--- src/rtl/hid_mp_if.sv ---
// MCU-side byte bus of the HID block: framed byte stream in, reply byte and
// DB9-change interrupt out.
`timescale 1ns/1ps

interface hid_mp_if;
   logic       data_in_strobe;
   logic       data_in_start;
   logic [7:0] data_in;
   logic [7:0] data_out;
   logic       irq;
   logic       iack;

   modport master (
      output data_in_strobe, data_in_start, data_in, iack,
      input  data_out, irq
   );

   modport slave (
      input  data_in_strobe, data_in_start, data_in, iack,
      output data_out, irq
   );
endinterface

--- src/rtl/hid_mp.sv ---
// Multi-port HID block: decodes the IO-MCU command stream into keyboard,
// joystick, mouse and numpad state, and reports local DB9 ports back to the MCU.
`timescale 1ns/1ps

module hid_mp #(
   parameter int NUM_JOY  = 2,
   parameter int NUM_DB9  = 2,
   parameter int DB9_W    = 6,
   parameter int KBD_ROWS = 8,
   parameter int KBD_COLS = 8
) (
   input  logic                     clk,
   input  logic                     reset_n,
   hid_mp_if.slave                  mcu,
   input  logic [NUM_DB9*DB9_W-1:0] db9_port,
   input  logic [KBD_ROWS-1:0]      keyboard_matrix_out,
   output logic [KBD_COLS-1:0]      keyboard_matrix_in,
   output logic [NUM_JOY*8-1:0]     joystick,
   output logic [NUM_JOY*8-1:0]     joystick_ax,
   output logic [NUM_JOY*8-1:0]     joystick_ay,
   output logic [NUM_JOY*8-1:0]     joystick_extra,
   output logic [NUM_JOY-1:0]       joystick_strobe,
   output logic [7:0]               numpad,
   output logic                     mod_key,
   output logic                     key_restore,
   output logic                     tape_play,
   output logic [1:0]               mouse_btns,
   output logic [7:0]               mouse_x,
   output logic [7:0]               mouse_y,
   output logic                     mouse_strobe,
   input  logic                     mouse_ack
);

   localparam int DBW = NUM_DB9 * DB9_W;
   localparam int JW  = NUM_JOY * 8;

   localparam logic [7:0] CMD_STATUS = 8'd0;
   localparam logic [7:0] CMD_KBD    = 8'd1;
   localparam logic [7:0] CMD_MOUSE  = 8'd2;
   localparam logic [7:0] CMD_JOY    = 8'd3;
   localparam logic [7:0] CMD_DB9    = 8'd4;
   localparam logic [7:0] DEV_NUMPAD = 8'h80;

   logic [3:0]  state_q, state_d;
   logic [7:0]  command_q, command_d;
   logic [7:0]  data_out_q, data_out_d;
   logic [7:0]  row_q, row_d;
   logic [KBD_ROWS-1:0][KBD_COLS-1:0] kbd_q, kbd_d;
   logic [7:0]  dx_q, dx_d;
   logic [1:0]  btns_q, btns_d;
   logic [7:0]  mx_q, mx_d;
   logic [7:0]  my_q, my_d;
   logic        mstb_q, mstb_d;
   logic [7:0]  dev_q, dev_d;
   logic [JW-1:0] joy_q, joy_d;
   logic [JW-1:0] ax_q, ax_d;
   logic [JW-1:0] ay_q, ay_d;
   logic [JW-1:0] ex_q, ex_d;
   logic [NUM_JOY-1:0] jstb_q, jstb_d;
   logic [7:0]  numpad_q, numpad_d;
   logic [DBW-1:0] sync1_q, sync1_d;
   logic [DBW-1:0] sync2_q, sync2_d;
   logic [DBW-1:0] prev_q, prev_d;
   logic [NUM_DB9-1:0] change_q, change_d;
   logic        irq_q, irq_d;
   logic        irq_en_q, irq_en_d;

   logic        byte_ok;
   logic        irq_fire;
   logic [NUM_DB9-1:0] db9_diff;
   logic [NUM_DB9-1:0] db9_clear;
   logic [7:0]  flag_byte;
   logic [7:0]  port_byte [NUM_DB9];

   // Signed 8-bit add evaluated in 9 bits, clamped to [-128, +127].
   function automatic logic [7:0] sat_add(input logic [7:0] a, input logic [7:0] b);
      logic [8:0] s;
      s = {a[7], a} + {b[7], b};
      if (s[8] != s[7])
         sat_add = s[8] ? 8'h80 : 8'h7F;
      else
         sat_add = s[7:0];
   endfunction

   assign byte_ok  = mcu.data_in_strobe && !mcu.data_in_start && (state_q != 4'd0);
   assign irq_fire = irq_en_q && (|change_q);

   always_ff @(posedge clk or negedge reset_n) begin
      if (!reset_n) begin
         state_q    <= '0;
         command_q  <= '0;
         data_out_q <= '0;
         row_q      <= '0;
         kbd_q      <= '1;
         dx_q       <= '0;
         btns_q     <= '0;
         mx_q       <= '0;
         my_q       <= '0;
         mstb_q     <= 1'b0;
         dev_q      <= '0;
         joy_q      <= '0;
         ax_q       <= '0;
         ay_q       <= '0;
         ex_q       <= '0;
         jstb_q     <= '0;
         numpad_q   <= '0;
         sync1_q    <= '0;
         sync2_q    <= '0;
         prev_q     <= '0;
         change_q   <= '0;
         irq_q      <= 1'b0;
         irq_en_q   <= 1'b0;
      end else begin
         state_q    <= state_d;
         command_q  <= command_d;
         data_out_q <= data_out_d;
         row_q      <= row_d;
         kbd_q      <= kbd_d;
         dx_q       <= dx_d;
         btns_q     <= btns_d;
         mx_q       <= mx_d;
         my_q       <= my_d;
         mstb_q     <= mstb_d;
         dev_q      <= dev_d;
         joy_q      <= joy_d;
         ax_q       <= ax_d;
         ay_q       <= ay_d;
         ex_q       <= ex_d;
         jstb_q     <= jstb_d;
         numpad_q   <= numpad_d;
         sync1_q    <= sync1_d;
         sync2_q    <= sync2_d;
         prev_q     <= prev_d;
         change_q   <= change_d;
         irq_q      <= irq_d;
         irq_en_q   <= irq_en_d;
      end
   end

   // A start byte restarts framing unconditionally; payload bytes advance a
   // position counter that parks at 15 so long packets stay in a defined state.
   always_comb begin
      state_d   = state_q;
      command_d = command_q;
      if (mcu.data_in_strobe && mcu.data_in_start) begin
         command_d = mcu.data_in;
         state_d   = 4'd1;
      end else if (byte_ok) begin
         state_d = (state_q == 4'd15) ? 4'd15 : state_q + 4'd1;
      end
   end

   always_comb begin
      flag_byte = '0;
      flag_byte[NUM_DB9-1:0] = change_q;
      for (int k = 0; k < NUM_DB9; k++) begin
         port_byte[k] = '0;
         port_byte[k][DB9_W-1:0] = sync2_q[k*DB9_W +: DB9_W];
         db9_diff[k] = |(sync2_q[k*DB9_W +: DB9_W] ^ prev_q[k*DB9_W +: DB9_W]);
      end
   end

   always_comb begin
      data_out_d = data_out_q;
      row_d      = row_q;
      kbd_d      = kbd_q;
      dx_d       = dx_q;
      btns_d     = btns_q;
      mx_d       = mx_q;
      my_d       = my_q;
      mstb_d     = 1'b0;
      dev_d      = dev_q;
      joy_d      = joy_q;
      ax_d       = ax_q;
      ay_d       = ay_q;
      ex_d       = ex_q;
      jstb_d     = '0;
      numpad_d   = numpad_q;
      db9_clear  = '0;
      irq_en_d   = irq_fire ? 1'b0 : irq_en_q;
      sync1_d    = db9_port;
      sync2_d    = sync1_q;
      prev_d     = sync2_q;

      // The ack clears first, so a coincident packet lands on a zero base.
      if (mouse_ack) begin
         mx_d = '0;
         my_d = '0;
      end

      if (byte_ok) begin
         case (command_q)
            CMD_STATUS: begin
               case (state_q)
                  4'd1:    data_out_d = 8'h5C;
                  4'd2:    data_out_d = 8'h43;
                  4'd3:    data_out_d = 8'(NUM_JOY);
                  4'd4:    data_out_d = {4'(NUM_DB9), 4'(KBD_COLS - 1)};
                  default: data_out_d = data_out_q;
               endcase
            end
            CMD_KBD: begin
               if (state_q == 4'd1) begin
                  row_d = mcu.data_in;
               end else if (state_q == 4'd2) begin
                  for (int r = 0; r < KBD_ROWS; r++)
                     for (int c = 0; c < KBD_COLS; c++)
                        if (row_q == 8'(r) && mcu.data_in[6:0] == 7'(c))
                           kbd_d[r][c] = mcu.data_in[7];
               end
            end
            CMD_MOUSE: begin
               case (state_q)
                  4'd1: btns_d = mcu.data_in[1:0];
                  4'd2: dx_d   = mcu.data_in;
                  4'd3: begin
                     mx_d   = sat_add(mx_d, dx_q);
                     my_d   = sat_add(my_d, mcu.data_in);
                     mstb_d = 1'b1;
                  end
                  default: mstb_d = 1'b0;
               endcase
            end
            CMD_JOY: begin
               if (state_q == 4'd1) begin
                  dev_d = mcu.data_in;
               end else begin
                  for (int j = 0; j < NUM_JOY; j++) begin
                     if (dev_q == 8'(j)) begin
                        case (state_q)
                           4'd2: joy_d[j*8 +: 8] = mcu.data_in;
                           4'd3: ax_d[j*8 +: 8]  = mcu.data_in;
                           4'd4: ay_d[j*8 +: 8]  = mcu.data_in;
                           4'd5: begin
                              ex_d[j*8 +: 8] = mcu.data_in;
                              jstb_d[j]      = 1'b1;
                           end
                           default: jstb_d[j] = 1'b0;
                        endcase
                     end
                  end
                  if (dev_q == DEV_NUMPAD && state_q == 4'd2)
                     numpad_d = mcu.data_in;
               end
            end
            CMD_DB9: begin
               if (state_q == 4'd1) begin
                  irq_en_d   = 1'b1;
                  data_out_d = flag_byte;
               end else if (state_q > 4'(NUM_DB9 + 1)) begin
                  data_out_d = 8'h00;
               end else begin
                  for (int k = 0; k < NUM_DB9; k++) begin
                     if (state_q == 4'(k + 2)) begin
                        data_out_d   = port_byte[k];
                        db9_clear[k] = 1'b1;
                     end
                  end
               end
            end
            default: data_out_d = data_out_q;
         endcase
      end

      change_d = (change_q & ~db9_clear) | db9_diff;

      if (irq_fire)
         irq_d = 1'b1;
      else if (mcu.iack)
         irq_d = 1'b0;
      else
         irq_d = irq_q;
   end

   // Column sense: a pressed key (0) on any driven row pulls its column low.
   always_comb begin
      keyboard_matrix_in = '1;
      for (int r = 0; r < KBD_ROWS; r++)
         if (!keyboard_matrix_out[r])
            keyboard_matrix_in = keyboard_matrix_in & kbd_q[r];
   end

   assign mcu.data_out      = data_out_q;
   assign mcu.irq           = irq_q;
   assign joystick          = joy_q;
   assign joystick_ax       = ax_q;
   assign joystick_ay       = ay_q;
   assign joystick_extra    = ex_q;
   assign joystick_strobe   = jstb_q;
   assign numpad            = numpad_q;
   assign mod_key           = numpad_q[5];
   assign key_restore       = numpad_q[6];
   assign tape_play         = numpad_q[7];
   assign mouse_btns        = btns_q;
   assign mouse_x           = mx_q;
   assign mouse_y           = my_q;
   assign mouse_strobe      = mstb_q;

endmodule

--- src/flat_wrapper.sv ---
// flat-port wrapper written by rule: the top's interface ports become plain ports
module hid_mp_flat 
#(
   parameter int NUM_JOY  = 2,
   parameter int NUM_DB9  = 2,
   parameter int DB9_W    = 6,
   parameter int KBD_ROWS = 8,
   parameter int KBD_COLS = 8
)
  (clk, reset_n, db9_port, keyboard_matrix_out, keyboard_matrix_in, joystick, joystick_ax, joystick_ay, joystick_extra, joystick_strobe, numpad, mod_key, key_restore, tape_play, mouse_btns, mouse_x, mouse_y, mouse_strobe, mouse_ack, mcu_data_in_strobe, mcu_data_in_start, mcu_data_in, mcu_iack, mcu_data_out, mcu_irq);
  hid_mp_if mcu_i ();
  input  logic clk;
  input  logic reset_n;
  input  logic [NUM_DB9*DB9_W-1:0] db9_port;
  input  logic [KBD_ROWS-1:0] keyboard_matrix_out;
  output logic [KBD_COLS-1:0] keyboard_matrix_in;
  output logic [NUM_JOY*8-1:0] joystick;
  output logic [NUM_JOY*8-1:0] joystick_ax;
  output logic [NUM_JOY*8-1:0] joystick_ay;
  output logic [NUM_JOY*8-1:0] joystick_extra;
  output logic [NUM_JOY-1:0] joystick_strobe;
  output logic [7:0] numpad;
  output logic mod_key;
  output logic key_restore;
  output logic tape_play;
  output logic [1:0] mouse_btns;
  output logic [7:0] mouse_x;
  output logic [7:0] mouse_y;
  output logic mouse_strobe;
  input  logic mouse_ack;
  input wire logic [$bits(mcu_i.data_in_strobe)-1:0] mcu_data_in_strobe;
  input wire logic [$bits(mcu_i.data_in_start)-1:0] mcu_data_in_start;
  input wire logic [$bits(mcu_i.data_in)-1:0] mcu_data_in;
  input wire logic [$bits(mcu_i.iack)-1:0] mcu_iack;
  output wire logic [$bits(mcu_i.data_out)-1:0] mcu_data_out;
  output wire logic [$bits(mcu_i.irq)-1:0] mcu_irq;
  assign mcu_i.data_in_strobe = mcu_data_in_strobe;
  assign mcu_i.data_in_start = mcu_data_in_start;
  assign mcu_i.data_in = mcu_data_in;
  assign mcu_i.iack = mcu_iack;
  assign mcu_data_out = mcu_i.data_out;
  assign mcu_irq = mcu_i.irq;
  hid_mp #(.NUM_JOY(NUM_JOY), .NUM_DB9(NUM_DB9), .DB9_W(DB9_W), .KBD_ROWS(KBD_ROWS), .KBD_COLS(KBD_COLS)) u_core (.clk(clk), .reset_n(reset_n), .mcu(mcu_i), .db9_port(db9_port), .keyboard_matrix_out(keyboard_matrix_out), .keyboard_matrix_in(keyboard_matrix_in), .joystick(joystick), .joystick_ax(joystick_ax), .joystick_ay(joystick_ay), .joystick_extra(joystick_extra), .joystick_strobe(joystick_strobe), .numpad(numpad), .mod_key(mod_key), .key_restore(key_restore), .tape_play(tape_play), .mouse_btns(mouse_btns), .mouse_x(mouse_x), .mouse_y(mouse_y), .mouse_strobe(mouse_strobe), .mouse_ack(mouse_ack));
endmodule
--- config.mk ---
export PLATFORM = sky130hd
export DESIGN_NAME = hid_mp_flat
export DESIGN_NICKNAME = d
export VERILOG_FILES = /design/src/rtl/hid_mp_if.sv /design/src/rtl/hid_mp.sv /design/src/flat_wrapper.sv
export SDC_FILE = /design/constraint.sdc
export NUM_CORES = 1
export LEC_CHECK = 0
export CORE_AREA = 2 2 141 143
export CTS_CLUSTER_SIZE = 24
export DETAILED_ROUTE_END_ITERATION = 7
export DIE_AREA = 0 0 143 145
export GPL_TIMING_DRIVEN = 1
export HOLD_SLACK_MARGIN = 0.15
export PLACE_DENSITY = 0.82
export SLEW_MARGIN = 5
export SYNTH_ARGS = -nofsm -noshare
export SYNTH_HDL_FRONTEND = slang
export SYNTH_SLANG_ARGS = --single-unit
--- constraint.sdc ---
create_clock -name clk -period 5.1 [get_ports clk]
set_input_delay 1.02 -clock clk [delete_from_list [all_inputs] [get_ports clk]]
set_output_delay 1.02 -clock clk [all_outputs]
set_load 0.02 [all_outputs]
==> results of run 1 <==
-- per-stage QoR --
| step | power (mW) | cells | hold WS, ns | worst slack (ns) |
|---|---|---|---|---|
| after CTS | 4.286 | 1313 | 0.3495 | 0.9978 |
| after floorplan | 2.371 | 890 | 0.3312 | 1.740 |
| after detailed placement | 2.574 | 1267 | 0.3355 | 0.7141 |
| final | 4.260 | 1313 | 0.3454 | 0.9748 |
| after global placement | 2.560 | 1267 | 0.3327 | 0.8598 |
| after global routing | 4.436 | 1313 | 0.3503 | 0.9427 |
-- state kept, by name, summed over array words and instances, names as in the netlist, 12 cells and up --
signal                 count
u_core.sync1_q            12
u_core.kbd_q              64
u_core.prev_q             12
u_core.prev_d             12
u_core.joystick_ax        16
u_core.joystick_extra     16
u_core.joystick           16
u_core.joystick_ay        16
-- kinds of logic after synthesis --
family,after synthesis
xor gates and xnor gates,20
buffers and inverters,59
DFF,240
other,1
adders and majority gates,22
AOI/OAI and AO/OA,145
muxes,175
and+or+nand+nor,228
-- cell usage after synthesis (5+ instances only) --
cell       count
mux2_1        25
clkbuf_1      36
nand3_1        6
xor2_1        10
a21oi_1       29
o2bb2ai_1      7
xnor2_1       10
ha_1          20
nor2_1        28
dfstp_2       64
nor4_1        15
dfrtp_1      176
o21ai_0       33
a21o_1         5
mux2i_1        7
inv_1         15
nand2b_1      15
nor2b_1       17
nor3_1        10
a31oi_1        5
nand2_1       97
mux2_2       143
o22ai_1       37
nor4_2         5
-- per-layer routing --
metal | global-route usage | vias up | share of wire
li1 | - | 3469 | -
met1 | 0.3386 | 3850 | 0.44
met2 | 0.4057 | 222 | 0.48
met3 | 0.05446 | 35 | 0.069
met4 | 0.05743 | 0 | 0.016
met5 | 0 | - | 0
-- worst max-delay path, stage by stage --
cell	delay (ns)
clkdlybuf4s50_1	0.74
o22ai_1	0.16
nor4_1	0.48
clkdlybuf4s50_1	0.70
-- power by group --
group | leakage [nW] | internal [mW] | switching [mW]
combinational | 2.40 | 0.204 | 0.317
clock | 0.374 | 0.983 | 0.732
sequential | 2.99 | 1.97 | 0.0576
-- worst max-delay path by stage --
| stage | from | endpoint | slack [ns] | cells past startpoint |
|---|---|---|---|---|
| after floorplan | mouse_ack | u_core.mouse_x[3]$_DFF_PN0_ | 1.74 | 11 |
| after global placement | mouse_ack | u_core.mouse_x[3]$_DFF_PN0_ | 0.86 | 11 |
| after detailed placement | mouse_ack | u_core.mouse_x[2]$_DFF_PN0_ | 0.71 | 11 |
| after CTS | keyboard_matrix_out[4] | keyboard_matrix_in[1] | 1.0 | 4 |
| after global routing | mouse_ack | u_core.mouse_x[3]$_DFF_PN0_ | 0.94 | 11 |
| final | keyboard_matrix_out[4] | keyboard_matrix_in[1] | 0.97 | 4 |
-- cell type report --
class	count	area, um^2	area share
Sequential cell	240	6086	0.4560
Clock inverter	8	55.05	0.004125
Multi-Input combinational cell	591	4558	0.3416
Clock buffer	38	724.4	0.05428
Timing Repair Buffer	156	1534	0.1149
Tap cell	265	331.6	0.02485
Inverter	15	56.30	0.004219
-- cells in the final DEF, fill, tap and decap left out, types with 11 or more instances in the layout --
master           Yosys  layout
dfrtp_1            176     176
mux2_2             143     143
clkdlybuf4s50_1      0     143
nand2_1             97      97
dfstp_2             64      64
o22ai_1             37      37
o21ai_0             33      33
a21oi_1             29      29
nor2_1              28      28
mux2_1              25      25
clkbuf_16            0      25
ha_1                20      20
nor2b_1             17      17
inv_1               15      15
nand2b_1            15      15
nor4_1              15      15
buf_4                4      11
==> impl_metrics.env, run 1 <==
export IMPL_crit_path_end_kind="output pin"
export IMPL_synth_seq_cells=240
export IMPL_io_pins=147
export IMPL_synth_top_family_by_area="multiplexers"
export IMPL_drtPass1Iterations=5
export IMPL_cts_tree="done"
export IMPL_clockBufferDepth=3
export IMPL_drv_cap=0
export IMPL_grt_overflow=0
export IMPL_num_vias=7576
export IMPL_rsz0062_at_grt="false"
export IMPL_first_global_vias=7840
export IMPL_crit_arrival_ns=3.11
export IMPL_cp_start_kind="primary input"
export IMPL_ctsRootBufferMaster="clkbuf_16"
export IMPL_r2r_slack_ns=2.06
export IMPL_yosys_area_share_xor_xnor=0.01609
export IMPL_setup_tns_ns=0
export IMPL_fin_util=0.6948
export IMPL_nets=1085
export IMPL_whs_endpoint="u_core.prev_d[3]$_DFF_PN0_"
export IMPL_yosys_area_top_type="dfrtp_1"
export IMPL_crit_type="primary input to output pin"
export IMPL_finalSetupViolCount=0
export IMPL_p_per_area_nw_per_um2=319.2
export IMPL_min_delay_start="u_core.sync1_q[3]$_DFF_PN0_"
export IMPL_synth_compound_area_frac=0.08250
export IMPL_drtIter0Drc=418
export IMPL_tightest_slew_ns=1.059
export IMPL_syn_cell_area_um2=10890
export IMPL_synth_simple_area_share=0.1128
export IMPL_cp_max_fo=8
export IMPL_grtUsageTotal=0.2476
export IMPL_maxSlewHeadroom=0.2879
export IMPL_via_per_inst=5.770
export IMPL_status="finished clean"
export IMPL_placed_area_um2=12570
export IMPL_finClkSkew_ns=0.008678
export IMPL_avgSynthCellArea_um2=12.24
export IMPL_yosys_warnings=0
export IMPL_maxSlewViolCount=0
export IMPL_cts_clk_slew_worst_paths_ns=0.06
export IMPL_async_flop_share=1.000
export IMPL_synth_ff_type="dfrtp_1"
export IMPL_final_antenna_net_count=0
export IMPL_synth_mux_area_frac=0.1802
export IMPL_grt_max_degree=137
export IMPL_synth_net_count=946
export IMPL_antenna_found_initial=0
export IMPL_die_area_um2=20740
export IMPL_synth_fa_ha_area_frac=0.02666
export IMPL_core_area_um2=19210
export IMPL_drive_above_1_share=0.2710
export IMPL_hold_viol=0
export IMPL_period_share=0.8089
export IMPL_yosysTopAreaCellShare=0.4045
export IMPL_die_x_um=143
export IMPL_start_util=0.5669
export IMPL_synth_area_leaders="dfrtp_1, dfstp_2, mux2_2, nand2_1, mux2_1"
export IMPL_critPathRequiredTime_ns=4.08
export IMPL_worstSkewPairLatency_ns=0.52
export IMPL_grt_first_pass_wirelength_um=41120
export IMPL_row_count=51
export IMPL_synth_edf_count=0
export IMPL_die_h_um=145
export IMPL_drcViolationCount=0
export IMPL_yosysUniqueCellTypes=66
export IMPL_htreeDepth=1
export IMPL_port_buffers=145
export IMPL_post_cts_buffers=0
export IMPL_worst_r2r_cell_count=8
export IMPL_r2r_end="u_core.kbd_q[58]$_DFFE_PN1P_"
export IMPL_gp_congestion=0.8310
export IMPL_min_path_cells=0
export IMPL_fill_cells=1383
export IMPL_routed_wl_um=25320
export IMPL_hp_class="register to register"
export IMPL_area_growth_pct=22.56
export IMPL_dpl_hpwl_um=16930
export IMPL_vdd_drop_max_v=0.0002954
export IMPL_fmax_ghz=0.2424
export IMPL_numCtsBuffers=25
export IMPL_final_cell_area_um2=13350
export IMPL_netlist_instances=890
export IMPL_insertedDiodeCount=0
export IMPL_cts_hold_buf=0
export IMPL_ys_seq_area_frac=0.5589
export IMPL_timing_final_crit_period_ns=4.125
export IMPL_wire_per_inst_um=19.29
export IMPL_reg2reg_from="u_core.state_q[1]$_DFFE_PN0P_"
export IMPL_cts_resized=0
export IMPL_p_leak_nw=5.771
export IMPL_cts_sinks=240
No activity file was read; power rests on OpenSTA's default activity.
==> inputs of run 2 (changes only) <==
CORE_AREA = 2 2 151 153   (was 2 2 141 143)
DIE_AREA = 0 0 153 155   (was 0 0 143 145)
PLACE_DENSITY = 0.76   (was 0.82)
clock period = 3.7 ns   (was 5.1 ns; I/O delays follow)
==> run 2 against run 1 <==
  * Hold slack got worse by 0.088 ns
  * First-iteration DRC count rose by 17%
  * Sequential share of layout area fell by 1.0 points
  * Final area rose by 2.3%
  * Critical endpoint is now keyboard_matrix_in[2]
  * Non-clock buffer count rose by 22
==> impl_metrics.env, run 2 (same netlist as run 1, synthesis figures left out) <==
export IMPL_fmax_ghz=0.2865
export IMPL_cts_sinks=240
export IMPL_maxSlewViolCount=0
export IMPL_start_util=0.4899
export IMPL_first_global_vias=7927
export IMPL_multi_input_area_um2=4558
export IMPL_drcViolationCount=0
export IMPL_die_x_um=153
export IMPL_worstSkewPairLatency_ns=0.52
export IMPL_cp_max_fo=8
export IMPL_cts_resized=0
export IMPL_pre_cts_ws_ns=0.1773
export IMPL_port_buffers=145
export IMPL_p_leak_nw=5.929
export IMPL_timing_final_crit_period_ns=3.490
export IMPL_netSwitchingPower_mw=1.565
export IMPL_regArea_um2=6086
export IMPL_maxSlewHeadroom=0.3967
export IMPL_grt_first_pass_wirelength_um=42400
export IMPL_cts_tree="done"
export IMPL_p_seq_frac=0.454
export IMPL_hp_class="primary input to asynchronous set/reset pin"
export IMPL_gp_congestion=0.8014
export IMPL_crit_path_end_kind="output pin"
export IMPL_final_cell_mix="dfrtp_1, mux2_2, clkdlybuf4s50_1, nand2_1, dfstp_2"
export IMPL_clockBufferDepth=3
export IMPL_drtIter0Drc=487
export IMPL_top_register="u_core.kbd_q"
export IMPL_period_share=0.9433
export IMPL_crit_type="primary input to output pin"
export IMPL_finalSetupViolCount=0
export IMPL_insertedDiodeCount=0
export IMPL_swShare=0.2542
export IMPL_core_area_um2=22230
export IMPL_status="finished clean"
export IMPL_cts_hold_buf=0
export IMPL_tightest_slew_ns=0.9050
export IMPL_dpl_hpwl_um=17830
export IMPL_row_count=55
export IMPL_routed_wl_um=26300
export IMPL_num_vias=7673
export IMPL_die_h_um=155
export IMPL_nets=1108
export IMPL_critPathRequiredTime_ns=2.96
export IMPL_p_clk_frac=0.427
export IMPL_drtPass1Iterations=4
export IMPL_setup_slack_ns=0.2099
export IMPL_numCtsBuffers=26
export IMPL_finClkSkew_ns=0.008568
export IMPL_htreeDepth=1
export IMPL_fill_cells=1749
export IMPL_post_cts_buffers=0
export IMPL_final_antenna_net_count=0
export IMPL_via_per_inst=5.663
export IMPL_vdd_drop_max_v=0.0004998
export IMPL_rsz0062_at_grt="false"
export IMPL_area_growth_pct=25.38
export IMPL_wire_per_inst_um=19.41
export IMPL_grt_max_degree=119
export IMPL_drive_above_1_share=0.2888
export IMPL_combPwrFrac=0.120
export IMPL_p_int_mw=4.589
export IMPL_die_area_um2=23720
export IMPL_io_pins=147
export IMPL_setup_tns_ns=0
export IMPL_antenna_found_initial=0
export IMPL_ctsRootBufferMaster="clkbuf_16"
export IMPL_hold_viol=0
export IMPL_drv_cap=0
export IMPL_largest_reg_flops=64
export IMPL_mostFrequentLayoutCell="dfrtp_1"
export IMPL_grtUsageTotal=0.2205
export IMPL_grt_overflow=0
export IMPL_cts_clk_slew_worst_paths_ns=0.06
export IMPL_cp_start_kind="primary input"
export IMPL_p_per_area_nw_per_um2=450.7
export IMPL_crit_arrival_ns=2.75
-- run 2: changes by cell type in the layout (fill, tap and decap cells not counted), sizes merged --
| cell | change |
|---|---|
| clkbuf | -4 |
| bufinv | +3 |
| clkinvlp | +1 |
| buf | +22 |
-- run 2: per-layer routing --
layer / global-route usage / share of wire
met1: 0.2921 / 0.44
met2: 0.3684 / 0.48
met3: 0.05738 / 0.069
met4: 0.05026 / 0.020
met5: 0 / 0
-- run 2: worst max-delay path: stages --
cell and delay (ns):
clkdlybuf4s50_1 0.75, o22ai_1 0.17, nor4_1 0.40, clkdlybuf4s50_1 0.68
-- run 2: final timing paths --
path / slack, ns / end / depth (start not counted) / from
min in group clk: 0.34 / u_core.prev_d[10]$_DFF_PN0_ / 0 / u_core.sync1_q[10]$_DFF_PN0_
worst min register to register: 0.34 / u_core.prev_d[10]$_DFF_PN0_ / 0 / u_core.sync1_q[10]$_DFF_PN0_
worst max register to register: 0.78 / u_core.kbd_q[56]$_DFFE_PN1P_ / 9 / u_core.state_q[1]$_DFFE_PN0P_
worst min-delay path: 0.26 / u_core.sync1_q[4]$_DFF_PN0_ / 1 / reset_n
max in group asynchronous: 2.49 / u_core.kbd_q[60]$_DFFE_PN1P_ / 2 / reset_n
worst max-delay path: 0.21 / keyboard_matrix_in[2] / 4 / keyboard_matrix_out[1]
-- run 2: layout make-up --
| type | count | area share |
|---|---|---|
| Sequential cell | 240 | 0.4457 |
| Multi-Input combinational cell | 591 | 0.3339 |
| Timing Repair Buffer | 178 | 0.1263 |
| Clock buffer | 34 | 0.05288 |
| Tap cell | 285 | 0.02612 |
| Clock inverter | 12 | 0.01100 |
| Inverter | 15 | 0.004124 |
-- run 2: through the flow --
| step | std cells | util | area, um^2 | hold WS (ns) | total power, mW |
|---|---|---|---|---|---|
| after floorplan | 890 | - | 10890 | 0.3312 | 3.268 |
| after global placement | 1309 | 0.5750 | 12780 | 0.3330 | 3.548 |
| after detailed placement | 1309 | 0.5750 | 12780 | 0.3355 | 3.570 |
| after CTS | 1355 | 0.6142 | 13650 | 0.3211 | 6.210 |
| after global routing | 1355 | 0.6142 | 13650 | 0.3395 | 6.394 |
| final | 1355 | 0.6142 | 13650 | 0.2570 | 6.154 |
-- run 2: power groups by stage --
stage / combinational [mW] / clock (mW) / sequential (mW)
CTS: 0.739 / 2.68 / 2.79
finish: 0.736 / 2.63 / 2.79
global route: 0.806 / 2.79 / 2.80
global placement: 0.717 / 0 / 2.83
floorplan: 0.425 / 0 / 2.84
detailed placement: 0.734 / 0 / 2.84
==> inputs of run 3 (changes only) <==
--- a/constraint.sdc
+++ b/constraint.sdc
@@ -3,2 +3,2 @@
 set_output_delay 0.74 -clock clk [all_outputs]
-set_load 0.02 [all_outputs]
+set_load 0.1 [all_outputs]
==> run 3 against run 2 <==
  * Clock power up 3%
  * Worst setup slack better by 0.23 ns
  * Non-clock buffer count down 1
  * Sequential power about the same
  * Routed wire length up 0.16%
  * Clock skew up 0.0060 ns
  * Global-route usage up 0.37 points
  * Die area unchanged
  * Critical endpoint is now u_core.mouse_x[1]$_DFF_PN0_
  * Highest routed layer unchanged
  * Final area up 1.2%
==> impl_metrics.env, run 3 (same netlist as run 1, synthesis figures left out) <==
export IMPL_status="finished clean"
export IMPL_insertedDiodeCount=0
export IMPL_final_antenna_net_count=0
export IMPL_grt_first_pass_wirelength_um=42950
export IMPL_maxSlewViolCount=0
export IMPL_drtPass1Iterations=4
export IMPL_setup_tns_ns=0
export IMPL_first_global_vias=7747
export IMPL_cts_sinks=240
export IMPL_setup_slack_ns=0.4363
export IMPL_cts_tree="done"
export IMPL_p_per_area_nw_per_um2=465.4
export IMPL_crit_path_end_kind="register"
export IMPL_post_cts_buffers=0
export IMPL_cts_hold_buf=0
export IMPL_timing_final_crit_period_ns=3.264
export IMPL_wire_per_inst_um=19.43
export IMPL_port_buffers=145
export IMPL_htreeDepth=1
export IMPL_drtIter0Drc=340
export IMPL_period_share=0.8821
export IMPL_die_area_um2=23720
export IMPL_fin_util=0.6218
export IMPL_largest_reg_flops=64
export IMPL_hp_class="primary input to asynchronous set/reset pin"
export IMPL_top_register="u_core.kbd_q"
export IMPL_gp_congestion=0.8194
export IMPL_cts_resized=0
export IMPL_ctsRootBufferMaster="clkbuf_16"
export IMPL_grtUsageTotal=0.2242
export IMPL_cp_max_fo=12
export IMPL_grt_overflow=0
export IMPL_num_vias=7525
export IMPL_area_growth_pct=26.93
export IMPL_dpl_hpwl_um=17590
export IMPL_drive_above_1_share=0.3081
export IMPL_hold_slack_ns=0.2244
export IMPL_core_area_um2=22230
export IMPL_hold_viol=0
export IMPL_start_util=0.4899
export IMPL_final_cell_mix="dfrtp_1, mux2_2, clkdlybuf4s50_1, nand2_1, dfstp_2"
export IMPL_via_per_inst=5.549
export IMPL_finalSetupViolCount=0
export IMPL_crit_type="primary input to register"
export IMPL_row_count=55
export IMPL_worst_r2r_cell_count=8
export IMPL_fill_cells=1714
export IMPL_vdd_drop_max_v=0.0004663
export IMPL_die_x_um=153
export IMPL_p_leak_nw=6.004
export IMPL_mostFrequentLayoutCell="dfrtp_1"
export IMPL_drv_cap=0
export IMPL_fmax_ghz=0.3064
export IMPL_finClkSkew_ns=0.01460
export IMPL_critPathRequiredTime_ns=4.09
export IMPL_cp_start_kind="primary input"
export IMPL_die_h_um=155
export IMPL_antenna_found_initial=0
export IMPL_routed_wl_um=26340
export IMPL_numCtsBuffers=26
export IMPL_final_cell_area_um2=13820
export IMPL_placed_area_um2=12900
export IMPL_io_pins=147
export IMPL_nets=1107
export IMPL_tightest_slew_ns=1.037
export IMPL_grt_max_degree=112
export IMPL_pre_cts_ws_ns=-0.07530
export IMPL_clockBufferDepth=3
export IMPL_cts_clk_slew_worst_paths_ns=0.06
export IMPL_maxSlewHeadroom=0.3063
export IMPL_drcViolationCount=0
export IMPL_crit_arrival_ns=3.65
export IMPL_worstSkewPairLatency_ns=0.54
export IMPL_rsz0062_at_grt="false"
[run 3: stage by stage]
step,total power [mW],cells
floorplan,3.456,890
global placement,3.738,1308
detailed placement,3.760,1308
CTS,6.491,1356
global route,6.681,1356
finish,6.432,1356
[run 3: area by class of cell]
cell class	count	area, um^2	share of cell area
clock buffers	34	740.7	0.05359
clock inverters	14	180.2	0.01304
inverters	15	56.30	0.004074
multi-input cells	591	4608	0.3334
flip-flops and latches	240	6086	0.4403
well taps	285	356.6	0.02580
repair buffers	177	1794	0.1298
[run 3: routing by layer]
metal,global-route usage,vias up,part of all wire
li1,-,3504,-
met1,0.3134,3794,0.45
met2,0.3553,196,0.46
met3,0.06184,31,0.071
met4,0.04586,0,0.016
met5,0,-,0
[run 3: critical path, stage by stage]
cell             delay, ns
clkdlybuf4s50_1       0.76
nor2b_1               0.13
ha_1                  0.26
inv_1                 0.08
fa_1                  0.22
nor2b_1               0.08
o31a_1                0.29
o21bai_1              0.27
a31oi_1               0.12
buf_4                 0.17
o21ai_0               0.38
o22ai_1               0.15
[run 3: power breakdown]
group          internal [mW]  switching [mW]
Combinational          0.293           0.633
Clock                   1.63            1.08
Sequential              2.71          0.0800
[run 3: path summary, 6_finish.rpt]
| check | startpoint | end | slack (ns) |
|---|---|---|---|
| max | mouse_ack | u_core.mouse_x[1]$_DFF_PN0_ | 0.44 |
| min | reset_n | u_core.prev_d[1]$_DFF_PN0_ | 0.22 |
| max reg2reg | u_core.state_q[0]$_DFFE_PN0P_ | u_core.kbd_q[18]$_DFFE_PN1P_ | 0.83 |
| min reg2reg | u_core.sync1_q[8]$_DFF_PN0_ | u_core.prev_d[8]$_DFF_PN0_ | 0.34 |
| max in group asynchronous | reset_n | u_core.kbd_q[55]$_DFFE_PN1P_ | 2.53 |
| min in group clk | u_core.sync1_q[8]$_DFF_PN0_ | u_core.prev_d[8]$_DFF_PN0_ | 0.34 |
